===== src/rtl/dma_timing_ctrl.sv =====
// dma_timing_ctrl
// Single-service DMA bus-cycle sequencer for an 8237A-style controller.
// It walks the bus states SI/S0/S1/S2/S3/SW/S4 and holds the current
// address and word count. It also produces the bus control levels that
// the datapath stage gates onto the pins.
//
// Parameters
//   AW : address / count register width (>= 9)
//   UW : width of the upper address byte presented during ADSTB
//
// Ports
//   CLK, RESET          clock, asynchronous active-high reset
//   dreq_valid          resolved channel request (starts a service from SI)
//   dreq_active         live DREQ level, polled at S4 in demand mode
//   HLDA                CPU hold acknowledge (advances S0 -> S1)
//   READY               low at S3/SW inserts wait states
//   eop_in_n            external EOP, active-low, latched as terminate
//   xfer_type           00 verify, 01 write (IO->mem), 10 read (mem->IO), 11 verify
//   svc_mode            00 demand, 01 single, 10 block, 11 single
//   addr_dec            1 = decrement address after each transfer
//   ld_en/ld_addr/ld_count  base register load, honoured only in SI
//   hrq, dack, aen, adstb   bus control, active-high
//   ior, iow, memr, memw    bus strobes, active-low
//   eop                 active-low terminal-count pulse during S4
//   addr_out, addr_hi   current address and its upper byte
//   tc                  sticky terminal-count flag
//   busy                sequencer is outside SI
//
// Every output is a flop loaded from the next-state value, so no output
// has a combinational path from an input.

module dma_timing_ctrl #(
  parameter int AW = 16,
  parameter int UW = 8
) (
  input  logic          CLK,
  input  logic          RESET,
  input  logic          dreq_valid,
  input  logic          dreq_active,
  input  logic          HLDA,
  input  logic          READY,
  input  logic          eop_in_n,
  input  logic [1:0]    xfer_type,
  input  logic [1:0]    svc_mode,
  input  logic          addr_dec,
  input  logic          ld_en,
  input  logic [AW-1:0] ld_addr,
  input  logic [AW-1:0] ld_count,
  output logic          hrq,
  output logic          dack,
  output logic          aen,
  output logic          adstb,
  output logic          ior,
  output logic          iow,
  output logic          memr,
  output logic          memw,
  output logic          eop,
  output logic [AW-1:0] addr_out,
  output logic [UW-1:0] addr_hi,
  output logic          tc,
  output logic          busy
);

  typedef enum logic [2:0] {SI, S0, S1, S2, S3, SW, S4} state_t;

  localparam logic [AW-1:0] ONE = {{(AW-1){1'b0}}, 1'b1};

  state_t        state;
  state_t        state_nxt;
  logic [AW-1:0] addr_q;
  logic [AW-1:0] count_q;
  logic [AW-1:0] addr_upd;
  logic          term_q;
  logic          is_wr;
  logic          is_rd;
  logic          tc_hit;
  logic          byte_carry;
  logic          term_now;
  logic          stop_after;
  logic          in_active;

  assign is_wr      = (xfer_type == 2'b01);
  assign is_rd      = (xfer_type == 2'b10);
  assign addr_upd   = addr_dec ? (addr_q - ONE) : (addr_q + ONE);
  // A change in the upper address bits means the external latch holding
  // A15..A8 is stale, so the next transfer must pass through S1 again.
  assign byte_carry = (addr_upd[AW-1:8] != addr_q[AW-1:8]);
  // Terminal count is judged on the count before its S4 decrement, so a
  // programmed count N moves N+1 words.
  assign tc_hit     = (count_q == '0);
  // An EOP arriving in S4 itself still ends the service after this cycle.
  assign term_now   = term_q | ~eop_in_n;
  assign stop_after = tc_hit | term_now | svc_mode[0] |
                      ((svc_mode == 2'b00) & ~dreq_active);
  assign in_active  = (state inside {S1, S2, S3, SW, S4});

  assign addr_out = addr_q;
  assign addr_hi  = addr_q[UW+7:8];

  always_comb begin
    state_nxt = state;
    case (state)
      SI:      if (dreq_valid && !ld_en) state_nxt = S0;
      S0:      if (HLDA) state_nxt = S1;
      S1:      state_nxt = S2;
      S2:      state_nxt = S3;
      S3, SW:  state_nxt = READY ? S4 : SW;
      S4: begin
        if (stop_after)      state_nxt = SI;
        else if (byte_carry) state_nxt = S1;
        else                 state_nxt = S2;
      end
      default: state_nxt = SI;
    endcase
  end

  always_ff @(posedge CLK or posedge RESET) begin
    if (RESET) begin
      state   <= SI;
      addr_q  <= '0;
      count_q <= '0;
      term_q  <= 1'b0;
      tc      <= 1'b0;
      hrq     <= 1'b0;
      busy    <= 1'b0;
      aen     <= 1'b0;
      adstb   <= 1'b0;
      dack    <= 1'b0;
      ior     <= 1'b1;
      iow     <= 1'b1;
      memr    <= 1'b1;
      memw    <= 1'b1;
      eop     <= 1'b1;
    end else begin
      state <= state_nxt;

      if (state == SI && ld_en) begin
        addr_q  <= ld_addr;
        count_q <= ld_count;
      end else if (state == S4) begin
        addr_q  <= addr_upd;
        count_q <= count_q - ONE;
      end

      if (state == SI)
        term_q <= 1'b0;
      else if (in_active && !eop_in_n)
        term_q <= 1'b1;

      if (state == SI && ld_en)
        tc <= 1'b0;
      else if (state_nxt == S4 && tc_hit)
        tc <= 1'b1;

      hrq   <= (state_nxt != SI);
      busy  <= (state_nxt != SI);
      aen   <= (state_nxt inside {S1, S2, S3, SW, S4});
      adstb <= (state_nxt == S1);
      dack  <= (state_nxt inside {S2, S3, SW, S4});
      ior   <= ~(is_wr && (state_nxt inside {S2, S3, SW}));
      memr  <= ~(is_rd && (state_nxt inside {S2, S3, SW}));
      memw  <= ~(is_wr && (state_nxt inside {S3, SW}));
      iow   <= ~(is_rd && (state_nxt inside {S3, SW}));
      eop   <= ~((state_nxt == S4) && tc_hit);
    end
  end

endmodule


===== config.mk =====
export PLATFORM = sky130hd
export DESIGN_NAME = dma_timing_ctrl
export DESIGN_NICKNAME = d
export VERILOG_FILES = /design/src/rtl/dma_timing_ctrl.sv
export SDC_FILE = /design/constraint.sdc
export NUM_CORES = 1
export LEC_CHECK = 0
export ABC_CLOCK_PERIOD_IN_PS = 5050
export BUFFER_PORTS_ARGS = -buffer_cell sky130_fd_sc_hd__buf_2
export CORE_ASPECT_RATIO = 0.6
export CORE_MARGIN = 2
export CORE_UTILIZATION = 35
export DETAILED_ROUTE_END_ITERATION = 8
export PLACE_DENSITY_LB_ADDON = 0.05
export SETUP_SLACK_MARGIN = 0.02
export SKIP_CTS_REPAIR_TIMING = 1
export SLEW_MARGIN = 25
export SYNTH_ARGS = -nofsm -noshare
export SYNTH_HDL_FRONTEND = slang
export SYNTH_SLANG_ARGS = --single-unit

===== constraint.sdc =====
create_clock -name CLK -period 5.05 [get_ports CLK]
set_input_delay 0.505 -clock CLK [delete_from_list [all_inputs] [get_ports CLK]]
set_output_delay 0.505 -clock CLK [all_outputs]
set_load 0.02 [all_outputs]

# After elaboration in Yosys (flattened, before gate mapping)
# Index checks and enable logic that the tools add are counted.
[classes]
addsub = 3
multipliers = 0
div = 0
magnitude_cmp = 0
n_eq_ne = 14
n_shift = 0
muxes = 15
bitwise_logic = 12
n_reduce_logical = 23
[ops]
columns = ["op", "n"]
rows = [
  ["$mux W16", 5],
  ["$sub A16 B1 Y16 const B", 2],
  ["$eq A3 B3 Y1 const B", 6],
  ["$pmux W3 S6", 1],
  ["$add A16 B1 Y16 const B", 1],
  ["$logic_not A16 Y1", 1],
  ["$eq A3 B2 Y1 const B", 4],
  ["$reduce_bool A5 Y1", 2],
  ["$logic_and A1 B1 Y1", 8],
  ["$ne A8 B8 Y1", 1],
  ["$reduce_bool A2 Y1", 4],
  ["$not A1 Y1", 7],
  ["$mux W3", 2],
  ["$reduce_bool A3 Y1", 2],
  ["$mux W1", 5],
  ["$mux W2", 2],
  ["$or A1 B1 Y1", 4],
  ["$reduce_bool A4 Y1", 1],
  ["$eq A3 B1 Y1 const B", 1],
  ["$logic_not A3 Y1", 1],
  ["$eq A2 B1 Y1 const B", 1],
  ["$eq A2 B2 Y1 const B", 1],
  ["$logic_not A1 Y1", 2],
  ["$logic_not A2 Y1", 1],
  ["2 further kinds", 2],
]
[totals]
reg_bits = 46
latchBits = 0
mem_bits_rw = 0
mem_bits_ro = 0
inputBits = 45
output_inout_bits = 35
mem_count = 0

# Logic depth before layout (Yosys ltp)
# Gate-level depths: netlist (run 1).
[depth]
ltp_word = 11
mapped_depth = 10
depth_no_buf = 10

# Least setup slack after synthesis (run 1)
# OpenSTA, ideal clock, no wires.
[synth_path]
path_kind = "input -> register"
from = "input port addr_dec"
to = "register adstb"
setup_ns = 0.096
arrival_ns = 2.677
path_slack_ns = 2.277
path_stages = 9
n_path_buf = 0
cell_sequence = "fa_1 -> a21o_1 -> a221oi_2 -> nor3_2 -> a2111o_1 -> o311ai_2 -> xor2_1 -> and4b_4 -> nor4b_2"
[synth_between]
elab_chain_cells = 6
[synth_lines]
columns = ["element", "line_no", "source"]
rows = [
  ["start: declaration", "45", "input logic addr_dec,"],
  ["$mux W16", "84", "assign addr_upd = addr_dec ? (addr_q - ONE) : (addr_q + ONE);"],
  ["$ne A8 B8 Y1", "87", "assign byte_carry = (addr_upd[AW-1:8] != addr_q[AW-1:8]);"],
  ["$mux W1", "110", "else if (byte_carry) state_nxt = S1;"],
  ["$mux W2", "109", "if (stop_after) state_nxt = SI;"],
  ["$pmux W3 S6", "102", "case (state)"],
  ["$eq A3 B2 Y1", "158", "adstb <= (state_nxt == S1);"],
  ["end signal: assignment", "158", ""],
  ["end: declaration", "52", "output logic adstb,"],
]
# Every way passes these cells.
# A chain may end at the register's enable or synchronous reset.

# Final worst setup path (run 1)
# Same ends and word-level chain as after synthesis.

==> results of run 1 <==
## cells in the final DEF, fill, tap and decap left out, types with 7 or more instances in the layout
| cell | netlist | routed |
|---|---|---|
| a21oi_1 | 19 | 19 |
| a221o_1 | 11 | 11 |
| a22oi_1 | 10 | 10 |
| a31oi_1 | 7 | 7 |
| buf_2 | 0 | 79 |
| dfrtp_1 | 41 | 41 |
| ha_1 | 15 | 15 |
| nand2_1 | 45 | 45 |
| nand3_1 | 9 | 9 |
| nor2_1 | 18 | 18 |
| nor2b_1 | 8 | 8 |
| o21ai_0 | 22 | 22 |
| xnor2_1 | 12 | 12 |
| xor2_1 | 8 | 8 |
## metrics by stage
stage / instance area, um2 / setup slack, ns / hold WS (ns)
after floorplan: 3079 / 2.277 / 0.4882
after global placement: 3520 / 1.787 / 0.5071
after detailed placement: 3522 / 1.700 / 0.5044
after CTS: 3661 / 2.023 / 0.3154
after global routing: 3661 / 1.843 / 0.3468
final: 3661 / 1.986 / 0.2861
## report_power, final
part	switching (uW)	internal [uW]	leakage, uW
Combinational	881	646	0.00107
Sequential	180	536	0.000559
Clock	146	182	0.0000706
Total	1210	1360	0.00170
## cell type report
class | count | area share
Sequential cell | 46 | 0.3161
Clock inverter | 2 | 0.002734
Inverter | 7 | 0.007861
Multi-Input combinational cell | 257 | 0.4856
Clock buffer | 6 | 0.03520
Timing Repair Buffer | 82 | 0.1141
Tap cell | 112 | 0.03828
## sequential cells by signal, summed over array words and instances, names as in the netlist
| signal | cells |
|---|---|
| addr_out | 16 |
| count_q | 16 |
| state | 3 |
| adstb | 1 |
| aen | 1 |
| busy | 1 |
| dack | 1 |
| eop | 1 |
| ior | 1 |
| iow | 1 |
| memr | 1 |
| memw | 1 |
| tc | 1 |
| term_q | 1 |
## worst max-delay path by stage
stage | startpoint | end | slack [ns] | cells after the start
final | addr_dec | adstb$_DFF_PP0_ | 1.99 | 10
after detailed placement | addr_dec | adstb$_DFF_PP0_ | 1.70 | 10
after floorplan | addr_dec | adstb$_DFF_PP0_ | 2.28 | 9
after CTS | addr_dec | adstb$_DFF_PP0_ | 2.02 | 10
after global placement | addr_dec | adstb$_DFF_PP0_ | 1.79 | 10
after global routing | addr_dec | adstb$_DFF_PP0_ | 1.84 | 10
## metal layers
metal,track usage,vias to the layer above,wire length (um)
met3,0.04396,5,494
met1,0.2905,1319,4865
met2,0.2598,74,3440
met5,0,-,0
li1,-,1356,-
met4,0.03667,0,53
## worst max-delay path, cell delays in order
cell and delay, ns:
buf_2 0.36, ha_1 0.36, a21o_1 0.22, a31oi_1 0.23
nand2_1 0.14, a31oi_1 0.45, xnor3_1 0.31, nor4_1 0.27
and4b_4 0.30, nor4b_2 0.05
## cell families (layout without fill, tap and decap cells)
group           Yosys count  after routing  share of synthesized area
simple gates            113            113                     0.1833
xor+xnor                 24             24                    0.08696
buf+inv                  31             97                    0.04876
fa+ha+maj                16             16                    0.06745
compound gates          104            104                     0.2377
flops                    46             46                     0.3759
==> results.json, run 1 <==
{
  "clkTransAtPathRegs_ns": 0.06,
  "worstMarginPinSlew_ns": 0.8384,
  "max_freq_mhz": 326.3,
  "avgSynthCellArea_um2": 9.219,
  "overflow": 0,
  "syn_nets": 395,
  "ys_ff_latch": 46,
  "cp_max_fo": 17,
  "slew_headroom": 0.4407,
  "setup_viol": 0,
  "yosysTopAreaCell": "dfrtp_1",
  "rr_startpoint": "addr_out[0]$_DFFE_PP0P_",
  "post-route-period-util": 0.6068,
  "n_antenna_cell": 0,
  "clock_sinks": 46,
  "tns_ns": 0,
  "gp_congestion": 0.8292,
  "dp_hpwl_um": 6513,
  "fin_nets": 460,
  "stdcell_count": 512,
  "cp-end-kind": "flop",
  "finalHoldViolCount": 0,
  "cts_buffer_depth": 2,
  "utilization": 0.4295,
  "synth.distinct_cells": 58,
  "totalWireLength_um": 8854,
  "num_vias": 2754,
  "regArea_um2": 1157,
  "area_growth_pct": 18.89,
  "synth_top_area_frac": 0.3332,
  "netlist_area_um2": 3079,
  "rows": 26,
  "yosysMostFrequentCell": "nand2_1",
  "core_area_um2": 8523,
  "start_kind": "input port",
  "tritoncts": "built",
  "pin_count": 80,
  "timing.final.max_slew_violations": 0,
  "cts_max_level": 2,
  "hp-class": "input port to async pin",
  "p_leak_uw": 0.001701,
  "wl_per_cell_um": 17.29,
  "routed_via_density": 5.379,
  "reg2reg_to": "adstb$_DFF_PP0_",
  "dr.pass1.iters": 4,
  "yosysWarnings": 0,
  "synth_common_cells": "45 x nand2_1, 41 x dfrtp_1, 22 x o21ai_0, 19 x a21oi_1, 18 x nor2_1",
  "dp_cells": 504,
  "die_h_um": 76.66,
  "postSynthCellCount": 334,
  "drt_iter0_markers": 150,
  "cts_buffers": 5,
  "floorplan.die_area_um2": 9589,
  "drv_cap": 0,
  "period_minus_slack_ns": 3.064,
  "grt_max_degree": 47,
  "r2r_setup_slack_ns": 2.12,
  "drtAntennaViolNets": 0,
  "required_ns": 5.20,
  "clockRootBuffer": "clkbuf_16",
  "drc_errors": 0,
  "clk_latency_ns": 0.29,
  "grt_pass1_vias": 2665,
  "seq_area_frac_synth": 0.3759,
  "async_flop_share": 1.000,
  "synth-edff-count": 0,
  "numPortBuffers": 79,
  "crit_arrival_ns": 3.22,
  "grt_pass1_wl_um": 14120,
  "synth_ff_type": "dfrtp_1",
  "initial_core_util": 0.3613,
  "multi_input_area_um2": 1778,
  "rsz0062_at_grt": "false",
  "fin_skew_ns": 0.007457,
  "p_per_area_nw_per_um2": 702.3,
  "power_uw": 2571,
  "fillers": 874,
  "track_usage": 0.1862,
  "layout-drive-gt1-share": 0.2625,
  "r2r_cells": 9,
  "status": "completed",
  "peakVddDrop_v": 0.0002417,
  "worst-setup-path-type": "input port to flop",
  "antenna_found_initial": 0,
  "netlist_top_cells_area": "dfrtp_1 33%, ha_1 6.1%, nand2_1 5.5%",
  "die_w_um": 125.1
}
(Power assumes the default switching activity.)
==> inputs of run 2 (changes only) <==
ABC_CLOCK_PERIOD_IN_PS = 3200   (was 5050)
clock period = 3.2 ns   (was 5.05 ns; I/O delays follow)
==> run 2 against run 1 <==
Design area rose by 2.4%. Worst hold slack got worse by 0.18 ns. Flip-flop and latch count did not move. Clock skew rose by 0.0017 ns. Clock-buffer cell count did not move. Critical path type is now flop to flop. Critical endpoint unchanged. Largest cell class unchanged. Highest routed layer unchanged.
==> results.json, run 2 (synthesis results as in run 1) <==
{
  "status": "completed",
  "cpMaxStageDelayCell": "fa_1",
  "period_minus_slack_ns": 2.901,
  "initial_core_util": 0.3613,
  "cts_max_level": 2,
  "drc_errors": 0,
  "pin_count": 80,
  "rr_startpoint": "addr_out[0]$_DFFE_PP0P_",
  "r2r_setup_slack_ns": 0.30,
  "post-route-period-util": 0.9064,
  "timing.final.max_slew_violations": 0,
  "cts_buffers": 5,
  "rows": 26,
  "pre_cts_ws_ns": 0.1529,
  "clkTransAtPathRegs_ns": 0.07,
  "drv_cap": 0,
  "start_kind": "flop",
  "grt_max_degree": 47,
  "tns_ns": 0,
  "required_ns": 3.39,
  "hp-class": "input port to async pin",
  "layout-drive-gt1-share": 0.2770,
  "rsz0062_at_grt": "false",
  "use_met1": 0.3130,
  "max_freq_mhz": 344.8,
  "crit_path_cell_trace": "fa_1 -> a21o_1 -> a221oi_2 -> nor3_2 -> a2111o_1 -> o311ai_2 -> xor2_1 -> and4b_4 -> nor4b_2",
  "final_cell_mix": "79 x buf_2, 45 x nand2_1, 41 x dfrtp_1",
  "cp_max_fo": 5,
  "antenna_found_initial": 0,
  "clk_latency_ns": 0.29,
  "totalWireLength_um": 9068,
  "routed_via_density": 5.431,
  "numPortBuffers": 79,
  "multi_input_area_um2": 1778,
  "track_usage": 0.1939,
  "wl_per_cell_um": 17.44,
  "finalHoldViolCount": 0,
  "tritoncts": "built",
  "area_growth_pct": 21.74,
  "num_vias": 2824,
  "die_w_um": 125.1,
  "final.setup.worst_slack_ns": 0.2994,
  "grt_pass1_vias": 2670,
  "crit_arrival_ns": 3.09,
  "reg2reg_to": "adstb$_DFF_PP0_",
  "p_leak_uw": 0.001747,
  "r2r_cells": 9,
  "final_common_cell": "buf_2",
  "setup_viol": 0,
  "slowest_delay_ns": 0.47,
  "grt_pass1_wl_um": 14630,
  "gp_congestion": 1.012,
  "fin_skew_ns": 0.009202,
  "die_h_um": 76.66,
  "overflow": 0,
  "p_per_area_nw_per_um2": 1123,
  "drt_iter0_markers": 159,
  "clock_sinks": 46,
  "peakVddDrop_v": 0.0003854,
  "worstMarginPinSlew_ns": 0.7904,
  "regArea_um2": 1157,
  "cts_buffer_depth": 2,
  "clockRootBuffer": "clkbuf_16",
  "cp-end-kind": "flop",
  "fin_nets": 468,
  "worst-setup-path-type": "flop to flop",
  "dp_hpwl_um": 6696,
  "n_antenna_cell": 0,
  "core_area_um2": 8523,
  "drtAntennaViolNets": 0,
  "met2_usage": 0.2505,
  "use_met3": 0.04396,
  "grt_most_used_layer": "met1",
  "fillers": 873,
  "dr.pass1.iters": 5,
  "floorplan.die_area_um2": 9589,
  "slew_headroom": 0.4711
}
==> run 2: worst max-delay path, delay by kind of cell (launching register included) <==
kind / cells / cell delay [ns]
AO/OA/AOI/OAI: 4 / 1.07
XOR/XNOR: 1 / 0.21
adder cells (fa/ha/maj): 1 / 0.47
flip-flops: 1 / 0.44
AND/OR/NAND/NOR: 3 / 0.60
==> run 2: per-layer routing <==
metal  vias to the layer above  part of all wire  routed length (um)
met5                         -                 0                   0
met4                         0             0.014                 125
met2                       104              0.37                3376
met3                        13             0.066                 601
li1                       1383                 -                   -
met1                      1324              0.55                4964
==> run 2: worst max-delay path by stage <==
stage / depth (start not counted) / endpoint / slack [ns] / startpoint
global placement: 11 / adstb$_DFF_PP0_ / 0.13 / addr_dec
global route: 10 / adstb$_DFF_PP0_ / 0.12 / addr_out[0]$_DFFE_PP0P_
detailed placement: 10 / adstb$_DFF_PP0_ / 0.15 / addr_dec
floorplan: 9 / adstb$_DFF_PP0_ / 0.45 / addr_out[0]$_DFFE_PP0P_
CTS: 9 / adstb$_DFF_PP0_ / 0.31 / addr_out[0]$_DFFE_PP0P_
finish: 9 / adstb$_DFF_PP0_ / 0.30 / addr_out[0]$_DFFE_PP0P_
==> run 2: final cells by class <==
cell class / count / share of cell area
clock buffer: 6 / 0.03438
clock inverter: 2 / 0.01001
inverter: 7 / 0.007677
multi-input combinational: 257 / 0.4743
sequential: 46 / 0.3087
tap: 112 / 0.03738
timing repair buffer: 90 / 0.1275
==> run 2: metrics by stage <==
| stage | area [um2] | instances | hold slack (ns) | util | total power (uW) |
|---|---|---|---|---|---|
| after CTS | 3749 | 520 | 0.1334 | 0.4398 | 4231 |
| after detailed placement | 3582 | 512 | 0.4494 | 0.4203 | 3592 |
| after global routing | 3749 | 520 | 0.1611 | 0.4398 | 4554 |
| final | 3749 | 520 | 0.1096 | 0.4398 | 4210 |
| after global placement | 3580 | 512 | 0.5031 | 0.4200 | 3612 |
| after floorplan | 3079 | 334 | 0.4204 | - | 2933 |
==> run 2: power breakdown <==
part           switching (uW)  total [uW]  internal (uW)
registers                 268        1110            846
logic                    1440        2490           1060
clock network             232         601            369
total                    1940        4210           2270
==> inputs of run 3 (changes only) <==
CORE_UTILIZATION = 53   (was 35)
==> run 3 against run 2 <==
Clock skew up 0.0026 ns. Sequential power about the same. Flip-flop and latch count unchanged. Maximum frequency down 1.2%. Sequential share of layout area up 0.85 points. Wire length down 13%. Non-clock buffer count down 4. Global-route usage up 6.5 points. Setup slack worse by 0.036 ns. Clock-buffer cell count down 1. Critical path depth unchanged.
==> results.json, run 3 (synthesis results as in run 1) <==
{
  "finalHoldViolCount": 0,
  "totalWireLength_um": 7926,
  "numPortBuffers": 79,
  "pin_count": 80,
  "grt_pass1_wl_um": 13030,
  "status": "completed",
  "cp-end-kind": "flop",
  "slowest_delay_ns": 0.46,
  "tritoncts": "built",
  "crit_arrival_ns": 3.16,
  "pre_cts_ws_ns": 0.07843,
  "drv_cap": 0,
  "num_vias": 2847,
  "drc_errors": 0,
  "cts_max_level": 2,
  "max_freq_mhz": 340.6,
  "required_ns": 3.42,
  "rsz0062_at_grt": "false",
  "grt_max_degree": 47,
  "post-route-period-util": 0.9176,
  "final_cell_mix": "79 x buf_2, 45 x nand2_1, 41 x dfrtp_1",
  "crit_path_cell_trace": "fa_1 -> a21o_1 -> a221oi_2 -> nor3_2 -> a2111o_1 -> o311ai_2 -> xor2_1 -> and4b_4 -> nor4b_2",
  "layout-drive-gt1-share": 0.2723,
  "p_per_area_nw_per_um2": 1119,
  "reg2reg_to": "adstb$_DFF_PP0_",
  "hp-class": "input port to async pin",
  "core_area_um2": 5597,
  "n_antenna_cell": 0,
  "clockRootBuffer": "clkbuf_8",
  "dr.pass1.iters": 4,
  "drt_iter0_markers": 164,
  "period_minus_slack_ns": 2.936,
  "fin_nets": 464,
  "track_usage": 0.2593,
  "utilization": 0.6519,
  "start_kind": "flop",
  "overflow": 0,
  "fin_skew_ns": 0.01180,
  "antenna_found_initial": 0,
  "gp_congestion": 0.8951,
  "routed_via_density": 5.882,
  "drtAntennaViolNets": 0,
  "cpMaxStageDelayCell": "dfrtp_1",
  "cts_buffers": 5,
  "worstMarginPinSlew_ns": 0.8065,
  "setup_viol": 0,
  "r2r_cells": 9,
  "tns_ns": 0,
  "worst-setup-path-type": "flop to flop",
  "r2r_setup_slack_ns": 0.26,
  "rr_startpoint": "addr_out[0]$_DFFE_PP0P_",
  "final_cell_area_um2": 3649,
  "clk_latency_ns": 0.31,
  "final_common_cell": "buf_2",
  "die_w_um": 102.4,
  "die_h_um": 63.04,
  "dp_cells": 476,
  "post_dp_cell_area_um2": 3510,
  "peakVddDrop_v": 0.0005177,
  "slew_headroom": 0.4617,
  "rows": 21,
  "p_leak_uw": 0.001718,
  "cts_buffer_depth": 2,
  "floorplan.die_area_um2": 6455,
  "timing.final.max_slew_violations": 0,
  "initial_core_util": 0.5502,
  "grt_pass1_vias": 2586,
  "final.setup.worst_slack_ns": 0.2636,
  "wl_per_cell_um": 16.38,
  "clock_sinks": 46,
  "clkTransAtPathRegs_ns": 0.10,
  "dp_hpwl_um": 5902,
  "stdcell_count": 484,
  "area_growth_pct": 18.49,
  "cp_max_fo": 5
}
==> run 3: where the power goes <==
part / total [uW] / switching, uW / internal, uW
Sequential: 1110 / 263 / 844
Combinational: 2450 / 1410 / 1040
Clock: 529 / 216 / 313
==> run 3: per-layer routing <==
layer | track usage | part of all wire | vias up
met2 | 0.3438 | 0.40 | 119
met5 | 0 | 0 | -
li1 | - | - | 1366
met3 | 0.05593 | 0.078 | 11
met1 | 0.4217 | 0.51 | 1351
met4 | 0.06000 | 0.0096 | 0
==> run 3: stage by stage <==
stage / hold slack [ns] / power [uW]
detailed placement: 0.5185 / 3526
global route: 0.1930 / 4393
global placement: 0.5093 / 3479
floorplan: 0.4204 / 2933
finish: 0.1314 / 4082
CTS: 0.2097 / 4066
==> run 3: critical path: cells and delay by family (launching register included) <==
kind / cells / cell delay [ns]
AOI/OAI and AO/OA: 4 / 1.04
adders and majority gates: 1 / 0.45
DFF: 1 / 0.46
and+or+nand+nor: 3 / 0.61
xor gates and xnor gates: 1 / 0.28
==> run 3: worst max-delay path by stage <==
stage                                        from              end  slack (ns)  depth (start not counted)
after floorplan           addr_out[0]$_DFFE_PP0P_  adstb$_DFF_PP0_        0.45                          9
after global placement                   addr_dec  adstb$_DFF_PP0_        0.15                         10
after detailed placement                 addr_dec  adstb$_DFF_PP0_        0.08                         10
after CTS                 addr_out[0]$_DFFE_PP0P_  adstb$_DFF_PP0_        0.30                          9
after global routing      addr_out[9]$_DFFE_PP0P_  adstb$_DFF_PP0_        0.13                          9
final                     addr_out[0]$_DFFE_PP0P_  adstb$_DFF_PP0_        0.26                          9
==> run 3: area by class of cell <==
class | count | area (um2)
sequential | 46 | 1157
clock buffer | 5 | 68.82
timing repair buffer | 86 | 447.9
fill | 481 | 1948
multi-input combinational | 257 | 1778
inverter | 7 | 27.53
clock inverter | 3 | 68.82
tap | 80 | 100.1
